**src/rtl/pwm_timer_core_if.sv**
```systemverilog
// Bundles the control and status signals of the PWM timer core.
// The master side drives configuration and strobes; the slave side is the core.
interface pwm_timer_core_if #(
   parameter int unsigned CW  = 16,
   parameter int unsigned PSW = 8
);
   logic           en;
   logic [CW-1:0]  pr;
   logic [CW-1:0]  duty_in;
   logic           duty_wr;
   logic [PSW-1:0] presc;
   logic           oneshot;
   logic           start;
   logic           irq_clr;
   logic [CW-1:0]  cnt;
   logic           pwm_out;
   logic           busy;
   logic           irq;

   modport master (
      output en, pr, duty_in, duty_wr, presc, oneshot, start, irq_clr,
      input  cnt, pwm_out, busy, irq
   );

   modport slave (
      input  en, pr, duty_in, duty_wr, presc, oneshot, start, irq_clr,
      output cnt, pwm_out, busy, irq
   );
endinterface

```
**src/rtl/pwm_timer_core.sv**
```systemverilog
// Timer/PWM engine: prescaler, up-counter and shadowed period/duty registers.
// Shadows reload only at start or at a period wrap so the waveform never glitches.
module pwm_timer_core #(
   parameter int unsigned CW  = 16,
   parameter int unsigned PSW = 8
) (
   input logic              clk,
   input logic              rst,
   pwm_timer_core_if.slave  bus
);

   typedef enum logic [1:0] {
      StIdle = 2'd0,
      StRun  = 2'd1,
      StDone = 2'd2
   } state_e;

   state_e         state_q;
   logic [CW-1:0]  cnt_q;
   logic [CW-1:0]  per_sh_q;
   logic [CW-1:0]  duty_sh_q;
   logic [CW-1:0]  duty_pend_q;
   logic [PSW-1:0] pc_q;
   logic [PSW-1:0] psc_sh_q;
   logic           pwm_q;
   logic           irq_q;

   logic           running;
   logic           tick;
   logic           wrap;

   // Prescaler tick and period-wrap decode; nothing advances while disabled.
   always_comb begin
      running = bus.en && (state_q == StRun);
      tick    = running && (pc_q == psc_sh_q);
      wrap    = tick && (cnt_q == per_sh_q);
   end

   // Single state machine holding counter, shadows, PWM output and interrupt.
   always_ff @(posedge clk or posedge rst) begin
      if (rst) begin
         state_q     <= StIdle;
         cnt_q       <= '0;
         pc_q        <= '0;
         per_sh_q    <= '1;
         duty_sh_q   <= '0;
         duty_pend_q <= '0;
         psc_sh_q    <= '0;
         pwm_q       <= 1'b0;
         irq_q       <= 1'b0;
      end else begin
         // Pending duty is captured in any state and only consumed at load points.
         if (bus.duty_wr) begin
            duty_pend_q <= bus.duty_in;
         end

         // Compare against the current counter: one clock of latency behind cnt.
         pwm_q <= (state_q == StRun) && (cnt_q < duty_sh_q);

         // A wrap in the same cycle as a clear keeps the interrupt set.
         if (wrap) begin
            irq_q <= 1'b1;
         end else if (bus.irq_clr) begin
            irq_q <= 1'b0;
         end

         if (!bus.en) begin
            // Disable parks the engine but keeps shadows, pending duty and irq.
            state_q <= StIdle;
            cnt_q   <= '0;
            pc_q    <= '0;
         end else begin
            unique case (state_q)
               StIdle, StDone: begin
                  if (bus.start) begin
                     per_sh_q  <= bus.pr;
                     duty_sh_q <= duty_pend_q;
                     psc_sh_q  <= bus.presc;
                     cnt_q     <= '0;
                     pc_q      <= '0;
                     state_q   <= StRun;
                  end
               end
               StRun: begin
                  if (tick) begin
                     pc_q <= '0;
                     if (cnt_q == per_sh_q) begin
                        // Period boundary: reload shadows from the live inputs.
                        cnt_q     <= '0;
                        per_sh_q  <= bus.pr;
                        duty_sh_q <= duty_pend_q;
                        if (bus.oneshot) begin
                           state_q <= StDone;
                        end
                     end else begin
                        cnt_q <= cnt_q + CW'(1);
                     end
                  end else begin
                     pc_q <= pc_q + PSW'(1);
                  end
               end
               default: begin
                  state_q <= StIdle;
                  cnt_q   <= '0;
                  pc_q    <= '0;
               end
            endcase
         end
      end
   end

   // Status outputs come straight from registers.
   always_comb begin
      bus.cnt     = cnt_q;
      bus.pwm_out = pwm_q;
      bus.busy    = (state_q == StRun);
      bus.irq     = irq_q;
   end

endmodule

```
**src/flat_wrapper.sv**
```systemverilog
// flat-port wrapper written by rule: the top's interface ports become plain ports
module pwm_timer_core_flat 
#(
   parameter int unsigned CW  = 16,
   parameter int unsigned PSW = 8
)
  (clk, rst, bus_en, bus_pr, bus_duty_in, bus_duty_wr, bus_presc, bus_oneshot, bus_start, bus_irq_clr, bus_cnt, bus_pwm_out, bus_busy, bus_irq);
  pwm_timer_core_if #(.CW(CW), .PSW(PSW)) bus_i ();
  input logic clk;
  input logic rst;
  input wire logic [$bits(bus_i.en)-1:0] bus_en;
  input wire logic [$bits(bus_i.pr)-1:0] bus_pr;
  input wire logic [$bits(bus_i.duty_in)-1:0] bus_duty_in;
  input wire logic [$bits(bus_i.duty_wr)-1:0] bus_duty_wr;
  input wire logic [$bits(bus_i.presc)-1:0] bus_presc;
  input wire logic [$bits(bus_i.oneshot)-1:0] bus_oneshot;
  input wire logic [$bits(bus_i.start)-1:0] bus_start;
  input wire logic [$bits(bus_i.irq_clr)-1:0] bus_irq_clr;
  output wire logic [$bits(bus_i.cnt)-1:0] bus_cnt;
  output wire logic [$bits(bus_i.pwm_out)-1:0] bus_pwm_out;
  output wire logic [$bits(bus_i.busy)-1:0] bus_busy;
  output wire logic [$bits(bus_i.irq)-1:0] bus_irq;
  assign bus_i.en = bus_en;
  assign bus_i.pr = bus_pr;
  assign bus_i.duty_in = bus_duty_in;
  assign bus_i.duty_wr = bus_duty_wr;
  assign bus_i.presc = bus_presc;
  assign bus_i.oneshot = bus_oneshot;
  assign bus_i.start = bus_start;
  assign bus_i.irq_clr = bus_irq_clr;
  assign bus_cnt = bus_i.cnt;
  assign bus_pwm_out = bus_i.pwm_out;
  assign bus_busy = bus_i.busy;
  assign bus_irq = bus_i.irq;
  pwm_timer_core #(.CW(CW), .PSW(PSW)) u_core (.clk(clk), .rst(rst), .bus(bus_i));
endmodule
```
**config.mk**
```make
export PLATFORM = sky130hd
export DESIGN_NAME = pwm_timer_core_flat
export DESIGN_NICKNAME = d
export VERILOG_FILES = /design/src/rtl/pwm_timer_core_if.sv /design/src/rtl/pwm_timer_core.sv /design/src/flat_wrapper.sv
export SDC_FILE = /design/constraint.sdc
export NUM_CORES = 1
export LEC_CHECK = 0
export ABC_AREA = 1
export BUFFER_PORTS_ARGS = -buffer_cell sky130_fd_sc_hd__buf_2
export CORE_UTILIZATION = 30
export CTS_BUF_LIST = sky130_fd_sc_hd__clkbuf_8 sky130_fd_sc_hd__clkbuf_16
export CTS_CLUSTER_SIZE = 8
export DETAILED_ROUTE_END_ITERATION = 8
export PLACE_DENSITY_LB_ADDON = 0.25
export SETUP_SLACK_MARGIN = 0.05
export SLEW_MARGIN = 10
export SYNTH_ARGS = -nofsm -noshare
export SYNTH_HDL_FRONTEND = slang
export SYNTH_SLANG_ARGS = --single-unit
export TNS_END_PERCENT = 50
```
**constraint.sdc**
```tcl
create_clock -name clk -period 3.7 [get_ports clk]
set_clock_uncertainty 0.2 [all_clocks]
set_input_delay 1.11 -clock clk [delete_from_list [all_inputs] [get_ports clk]]
set_output_delay 1.11 -clock clk [all_outputs]
set_load 0.02 [all_outputs]
```
# After elaboration in Yosys (flattened, before gate mapping)

Index checks and enable logic that the tools add are counted.

Flip-flop bits (word level): 84
Output and inout bits: 19
Logic and storage cells: 60

Add/subtract/negate cells: 2
Magnitude comparators: 1
Eq/ne operators: 11
Muxes and demuxes: 25
Reduce and logical (&&, ||, !) cells: 12

Operators with widths:

| cell                                                  | number |
|---|---|
| 2-to-1 mux 16 bit                                     | 10 |
| one-hot mux 16 bit (2 select lines)                   | 3 |
| 2-to-1 mux 8 bit                                      | 3 |
| adder 16 x 1 -> 16 bit, second input constant         | 1 |
| == test 16 bit                                        | 1 |
| < comparator 16 bit                                   | 1 |
| one-hot mux 8 bit (2 select lines)                    | 1 |
| 2-to-1 mux 2 bit                                      | 5 |
| adder 8 x 1 -> 8 bit, second input constant           | 1 |
| == test 8 bit                                         | 1 |
| inequality test 3 x 2 -> 1 bit, second input constant | 2 |
| inequality test 3 bit, second input constant          | 2 |
| AND reduction 5 bit                                   | 1 |
| logical AND 1 bit                                     | 4 |
| inequality test 2 x 1 -> 1 bit, second input constant | 2 |
| one-hot mux 2 bit (2 select lines)                    | 1 |
| AND reduction 4 bit                                   | 1 |
| nonzero test 2 bit                                    | 2 |
| AND reduction 3 bit                                   | 1 |
| == test 2 x 1 -> 1 bit, second input constant         | 1 |
| == test 2 bit, second input constant                  | 1 |
| logical NOT 2 bit                                     | 1 |
| 2-to-1 mux 1 bit                                      | 2 |
| inequality test 2 bit, second input constant          | 1 |
| other kinds (2)                                       | 2 |

# Longest topological paths before layout

Gate-level depths: netlist (run 1).

Word-level depth: 6
Depth in mapped cells: 12

# Worst setup path before layout (run 1)

No wires, ideal clock.

Kind: input -> register
Start point: input port bus_duty_wr
End point: register u_core.duty_pend_q[10]
Library setup time: 0.125 ns
Data arrival time: 2.071 ns
Slack: 1.304 ns
Cell stages on the path: 3
Path through: clkbuf_1 -> buf_1 -> mux2_2

RTL lines:

| item                 | line                 | RTL |
|---|---|---|
| from (decl)          | flat_wrapper.sv:14   | `input wire logic [$bits(bus_i.duty_wr)-1:0] bus_duty_wr;` |
| to (signal assigned) | pwm_timer_core.sv:54 | `duty_pend_q <= bus.duty_in;` |
| to (decl)            | pwm_timer_core.sv:22 | `logic [CW-1:0] duty_pend_q;` |

No word-level cell between the ends.

# Final worst setup path (run 1)

Start point: register u_core.state_q[0]
End point: output port bus_busy

Longest elaborated chain between the ends: 1

Ends and longest elaborated chain:

| item                   | line                  | RTL |
|---|---|---|
| from (decl)            | pwm_timer_core.sv:18  | `state_e state_q;` |
| from (signal assigned) | pwm_timer_core.sv:42  | `state_q <= StIdle;` |
| from (signal assigned) | pwm_timer_core.sv:69  | `state_q <= StIdle;` |
| from (signal assigned) | pwm_timer_core.sv:81  | `state_q <= StRun;` |
| == test 2 x 1 -> 1 bit | pwm_timer_core.sv:116 | `bus.busy = (state_q == StRun);` |
| to (decl)              | flat_wrapper.sv:21    | `output wire logic [$bits(bus_i.busy)-1:0] bus_busy;` |

No other way between the ends.

==> implementation parameters, run 1 <==
Parameter                              Value

Outcome
  Status    complete, no violations

Critical path
  Worst setup path class    reg2out
  Data arrival time of the worst path    1.31 ns
  Critical Path Sink Type    output port
  Required arrival time at the worst endpoint    2.39 ns
  Max stage delay cell, worst path    dfrtp_1
  Crit start category    flop
  Peak fanout along the critical path    4
  Gate family responsible for the most delay along the worst path    flip-flops
  Worst path bufs/invs    2
  Highest cell delay on the worst timing path    0.45 ns
  Cell-by-cell trace of the critical path    inv_2, nor2_1, buf_2

Drt
  Routed length per placed instance    roughly 13 um
  Router iterations before antenna repair    4
  Final routed DRC violation total    0
  Antenna viol nets, final    0
  Vias post-DR    3977
  Number of design-rule violations left by the first detailed-router iteration    approximately 220
  Wire length reported by the detailed router    ~12000 um
  DR vias/cell    about 4.5

Place
  GPL Wtd Cong    between 0.8 and 0.9
  Detailed-placement wirelength estimate    8920 um
  Quantity of I/O buffers inserted on ports    65

Final layout
  Post-Route Utilization    between 30% and 40%
  Antenna diode instance count    0
  Layout cells sized above 1    between 20% and 30%
  Growth of design area from synthesis to finish    16.8%
  # nets final    approximately 730
  Most frequent standard cell in the layout excluding fill and tap cells    nand2_1
  Final-layout fill cell count    ~1600
  Most frequent cells in the layout    nand2_1 (203), dfrtp_1 (68), buf_2 (65)

Pwr
  Maximum VDD drop    ~0.22 mV
  Relative contribution of the clock network to total power    a little under a third
  Share of total power in sequential cells    between 40% and 50%
  Part of the total power dissipated in combinational logic    between 20% and 30%
  Fraction of power spent switching nets    between 30% and 40%
  Power spent charging and discharging nets    ~950 uW
  Internal Power    1980 uW
  Pwr dens    between 500 and 600 nW/um2
  Static leakage    0.00280 uW

Run
  Max-capacitance violation count    0

Synthesis
  Most used flip-flop cell after synthesis    dfrtp_1
  Yosys cell types    37
  Number of storage elements in the synthesis netlist    84
  Nets in the synthesized netlist    about 670
  Ys async rst share    between 90% and 100%
  Sequential fraction of the synthesis area    45.2%
  Synthesized netlist cell count    602
  Syn Std Cell Area    between 4000 and 5000 um2
  Fraction of post-synthesis cell area in the top cell type by area    ~36%
  Avg Inst Size Synth    slightly below 8 um2
  Number of flops mapped to enable cells by yosys    0
  Total of warnings raised by yosys    0
  Post-synthesis cell type with the largest combined area    dfrtp_1
  Biggest area contributors in the synthesized netlist    dfrtp_1 (36%), nand2_1 (16%), dfstp_2 (8.9%), nand3_1 (5.5%), mux2_2 (4.8%)

Floorplan
  Area enclosed by the die boundary    approximately 16000 um2
  Initial standard-cell utilization of the core    between 30% and 40%
  Area of the core    approximately 15000 um2
  Chip Height    around 130 um
  Row Count    between 40 and 50
  Total I/O pin count    66
  Die X-Extent    between 100 and 150 um

GRT
  Largest net degree at the start of global routing    42
  Number of antenna violations at the first check in global routing    0
  Global-route wire length before repair    ~19000 um
  Total global routing overflow    0
  Vias in the first global route    3804
  Global-route usage over all layers    between 10% and 20%

STA
  Final clock period utilization by the worst path    70.7%
  RSZ-0062 raised after global routing    false
  Final number of max-transition violations    0
  Highest achievable clock rate    approximately 380 MHz
  Final setup TNS    0 ns
  Shortest period the worst path allows    around 2.6 ns
  Final hold vios    0
  Worst relative slew slack    between 50% and 60%
  Count of endpoints failing setup in the final report    0
  Transition time of the tightest slew-check pin    between 0.7 and 0.8 ns

Hold path
  Worst hold path type    reg2reg

Clock tree
  Total of cells resized after clock tree synthesis    0
  Latest clock arrival within the worst-skew pair    approximately 0.35 ns
  Count of buffers added by post-CTS timing repair for setup    0
  Clock transition at the registers of the reported paths    roughly 0.060 ns
  Number of clock sinks    84
  CTS Root Cell    clkbuf_16
  TritonCTS clock tree    done
  Clock buffer count from CTS    9
  Post-cts hold buffer count    0
  Worst-case clock buffer depth    2
  H-tree levels    3
## kinds of logic (layout without fill, tap and decap cells)
group                      Yosys count  after routing  synth area share (%)
AOI/OAI and AO/OA                   35             35                  4.42
xor gates and xnor gates             6              6                  1.12
adders and majority gates           17             17                  4.53
buffers and inverters               96            163                  9.03
DFF                                 84             84                  45.2
muxes                               20             20                  4.79
and+or+nand+nor                    344            344                  30.9
## per-layer routing
layer | wire length (um) | vias to the layer above | part of all wire [%] | GRT usage (%)
met2 | 5300 | 87 | 46 | 25.0
met5 | 0 | - | 0 | 0
met1 | 5540 | 1824 | 48 | 20.3
li1 | - | 2053 | - | -
met3 | 493 | 13 | 4.3 | 3.64
met4 | 199 | 0 | 1.7 | 6.23
## through the flow
step           hold slack, ns  std cells  instance area, um2  total power [uW]  setup slack, ns
2_1_floorplan           0.242        602                4700              1890            0.251
3_3_place_gp            0.261        864                5190              2050            0.780
3_5_place_dp            0.261        864                5190              2080            0.756
4_1_cts                 0.276        880                5490              2990             1.08
5_1_grt                 0.285        880                5490              3170            0.922
6_report                0.272        880                5490              2930             1.08
## worst reg2reg max path, stage by stage (launching register included)
cell and delay (ns):
dfrtp_1 0.43, xnor2_1 0.16, nand2_1 0.07, nor2_1 0.18, nand2_2 0.13, nand2_1 0.29, nand2_1 0.40, nor3_1 0.26
nor2_1 0.08
## cell type report
class                      instances  area, um2  share of cell area (%)
clock inverter                     7       68.8                    1.25
multi-input combinational        422       2150                    39.2
timing repair buffer              71        370                    6.75
tap                              211        264                    4.81
inverter                          76        287                    5.22
clock buffer                       9        225                    4.10
sequential                        84       2120                    38.7
## power by group through the flow
stage	Clock [uW]	Sequential, uW	Combinational (uW)
3_3_place_gp	0	1340	709
3_5_place_dp	0	1350	728
4_1_cts	924	1330	732
5_1_grt	964	1360	849
2_1_floorplan	0	1310	589
6_report	887	1330	715
## cells in the mapped netlist (3+ instances only)
master and instances:
nand2_1 203, dfrtp_1 68, inv_1 54, nand3_1 52, nor2_1 50, inv_2 20, mux2_2 20, nand4_1 19
ha_1 17, dfstp_2 16, a21oi_1 12, o21ai_0 11, buf_4 9, nor3_1 8, buf_2 6, xnor2_1 4
buf_6 3
## state kept, by name (all words and copies together), names as in the netlist
signal              count
u_core.bus.pwm_out      1
u_core.bus.irq          1
u_core.duty_sh_q       16
u_core.state_q          2
u_core.pc_q             8
u_core.per_sh_q        16
u_core.duty_pend_q     16
u_core.bus.cnt         16
u_core.psc_sh_q         8
## path summary, 6_finish.rpt
| kind | endpoint | slack [ns] | start | cells past startpoint |
|---|---|---|---|---|
| worst max-delay path | bus_busy | 1.08 | u_core.state_q[0]$_DFFE_PP0P_ | 3 |
| worst min-delay path | u_core.per_sh_q[15]$_DFFE_PP1P_ | 0.27 | u_core.per_sh_q[15]$_DFFE_PP1P_ | 2 |
| worst max register to register | u_core.bus.cnt[6]$_DFFE_PP0P_ | 1.38 | u_core.pc_q[3]$_DFFE_PP0P_ | 8 |
| worst min register to register | u_core.per_sh_q[15]$_DFFE_PP1P_ | 0.27 | u_core.per_sh_q[15]$_DFFE_PP1P_ | 2 |
| max in group asynchronous | u_core.per_sh_q[14]$_DFFE_PP1P_ | 1.78 | rst | 3 |
| min in group asynchronous | u_core.duty_pend_q[5]$_DFFE_PP0P_ | 0.66 | rst | 2 |
Power figures use the tool's default switching activity.
==> run 2: changes to the inputs <==
clock period = 2.6 ns   (was 3.7 ns; I/O delays follow)
==> run 2 against run 1 <==
  * Final area rose by 1.3%
  * Register-to-register slack got worse by 0.94 ns
  * Combinational power rose by 45%
  * Highest routed layer unchanged
  * Critical path type unchanged
  * Critical endpoint unchanged
  * Sequential cell count did not move
  * Clock power rose by 40%
  * First-iteration DRC count fell by 31%
  * Critical path depth did not move
==> implementation parameters, run 2 (same netlist as run 1, synthesis figures left out) <==
Parameter                              Value

Outcome
  Status    complete, no violations

Critical path
  Highest cell delay on the worst timing path    0.43 ns
  Critical Path Sink Type    output port
  Critical register-to-register path endpoint    u_core.per_sh_q[6]$_DFFE_PP1P_
  Cell-by-cell trace of the critical path    inv_2, nor2_1, buf_2
  Cells on worst reg2reg path    11
  Flop2flop setup slack    approximately 0.44 ns
  Peak fanout along the critical path    4
  Data arrival time of the worst path    1.26 ns
  Worst r2r src    u_core.bus.cnt[13]$_DFFE_PP0P_
  Max stage delay cell, worst path    dfrtp_1
  Crit start category    flop
  Worst setup path class    reg2out
  Required arrival time at the worst endpoint    between 1.5 and 2 ns

Hold path
  Worst Hold Depth    2
  Terminating pin of the worst hold path    u_core.duty_sh_q[10]$_DFFE_PP0P_
  Hold path start    u_core.duty_sh_q[10]$_DFFE_PP0P_
  Worst hold path type    reg2reg

Clock tree
  CTS Root Cell    clkbuf_16
  Count of buffers added by post-CTS timing repair for setup    0
  Post-cts hold buffer count    0
  Latest clock arrival within the worst-skew pair    around 0.36 ns
  Clock buffer count from CTS    9
  TritonCTS clock tree    done
  Total of cells resized after clock tree synthesis    0
  H-tree levels    3
  Worst-case clock buffer depth    2
  Clock transition at the registers of the reported paths    roughly 0.060 ns
  Number of clock sinks    84

Pwr
  Maximum VDD drop    0.304 mV
  Static leakage    0.00283 uW
  Pwr dens    between 700 and 800 nW/um2

GRT
  Vias in the first global route    around 3900
  Number of antenna violations at the first check in global routing    0
  Global-route wire length before repair    around 19000 um
  Total global routing overflow    0
  Global-route usage over all layers    15.5%
  Largest net degree at the start of global routing    85

Drt
  Number of design-rule violations left by the first detailed-router iteration    roughly 150
  Vias post-DR    slightly below 4000
  Wire length reported by the detailed router    11300 um
  Routed length per placed instance    around 13 um
  DR vias/cell    ~4.5
  Final routed DRC violation total    0
  Router iterations before antenna repair    6
  Antenna viol nets, final    0

STA
  Highest achievable clock rate    ~450 MHz
  Setup ws final    0.356 ns
  Worst relative slew slack    between 60% and 70%
  Final clock period utilization by the worst path    between 80% and 90%
  Final setup TNS    0 ns
  Final hold vios    0
  Count of endpoints failing setup in the final report    0
  Shortest period the worst path allows    about 2.2 ns
  Final number of max-transition violations    0
  Transition time of the tightest slew-check pin    roughly 0.48 ns
  RSZ-0062 raised after global routing    false

Place
  GPL Wtd Cong    around 0.83
  Quantity of I/O buffers inserted on ports    65
  Detailed-placement wirelength estimate    just under 9000 um
  Pre-CTS setup slack    around 0.31 ns

Floorplan
  Die X-Extent    127 um
  Row Count    45
  Area enclosed by the die boundary    about 16000 um2
  Initial standard-cell utilization of the core    between 30% and 40%
  Total I/O pin count    66
  Chip Height    127 um
  Area of the core    15300 um2

Final layout
  Most frequent standard cell in the layout excluding fill and tap cells    nand2_1
  Antenna diode instance count    0
  Most frequent cells in the layout    nand2_1 (203), dfrtp_1 (68), buf_2 (65)
  Layout cells sized above 1    between 20% and 30%
  # nets final    ~740
  Growth of design area from synthesis to finish    18.3%
  Post-Route Utilization    36.4%

Run
  Max-capacitance violation count    0
run 2: per-stage QoR:
stage,total power (uW),instance area [um2],instances,hold slack (ns)
floorplan,2700,4700,602,0.242
global placement,2930,5280,873,0.260
detailed placement,2980,5280,873,0.260
CTS,4240,5560,889,0.277
global route,4520,5560,889,0.287
finish,4180,5560,889,0.271
run 2: worst max-delay path, delay by kind of cell, from the launching register on:
kind	cells	cell delay, ns
buffers and inverters	2	0.28
AND/OR/NAND/NOR	1	0.20
flip-flops	1	0.43
run 2: metal layers:
metal	share of wire, %	vias to the layer above	GRT usage (%)
met1	47	1825	20.1
met4	1.6	0	5.95
li1	-	2066	-
met5	0	-	0
met3	4.3	16	4.02
met2	47	63	24.7
run 2: power by group:
group,total (uW),internal (uW),switching (uW)
combinational,1040,409,627
clock,1240,680,562
sequential,1900,1690,213
run 2: how the worst max path moves through the flow:
stage                                    from                                 end  slack (ns)
3_5_place_dp                           bus_en      u_core.per_sh_q[6]$_DFFE_PP1P_        0.31
4_1_cts         u_core.state_q[0]$_DFFE_PP0P_                            bus_busy        0.34
3_3_place_gp                           bus_en       u_core.bus.cnt[6]$_DFFE_PP0P_        0.33
6_report        u_core.state_q[0]$_DFFE_PP0P_                            bus_busy        0.36
2_1_floorplan                     bus_duty_wr  u_core.duty_pend_q[10]$_DFFE_PP0P_        0.53
5_1_grt        u_core.bus.cnt[13]$_DFFE_PP0P_     u_core.duty_sh_q[6]$_DFFE_PP0P_        0.20
run 2: layout make-up:
cell class,count,area (um2)
clock buffers,10,239
clock inverters,6,43.8
fillers,1603,9700
inverters,76,289
multi-input cells,422,2150
flip-flops and latches,84,2120
well taps,211,264
repair buffers,80,450
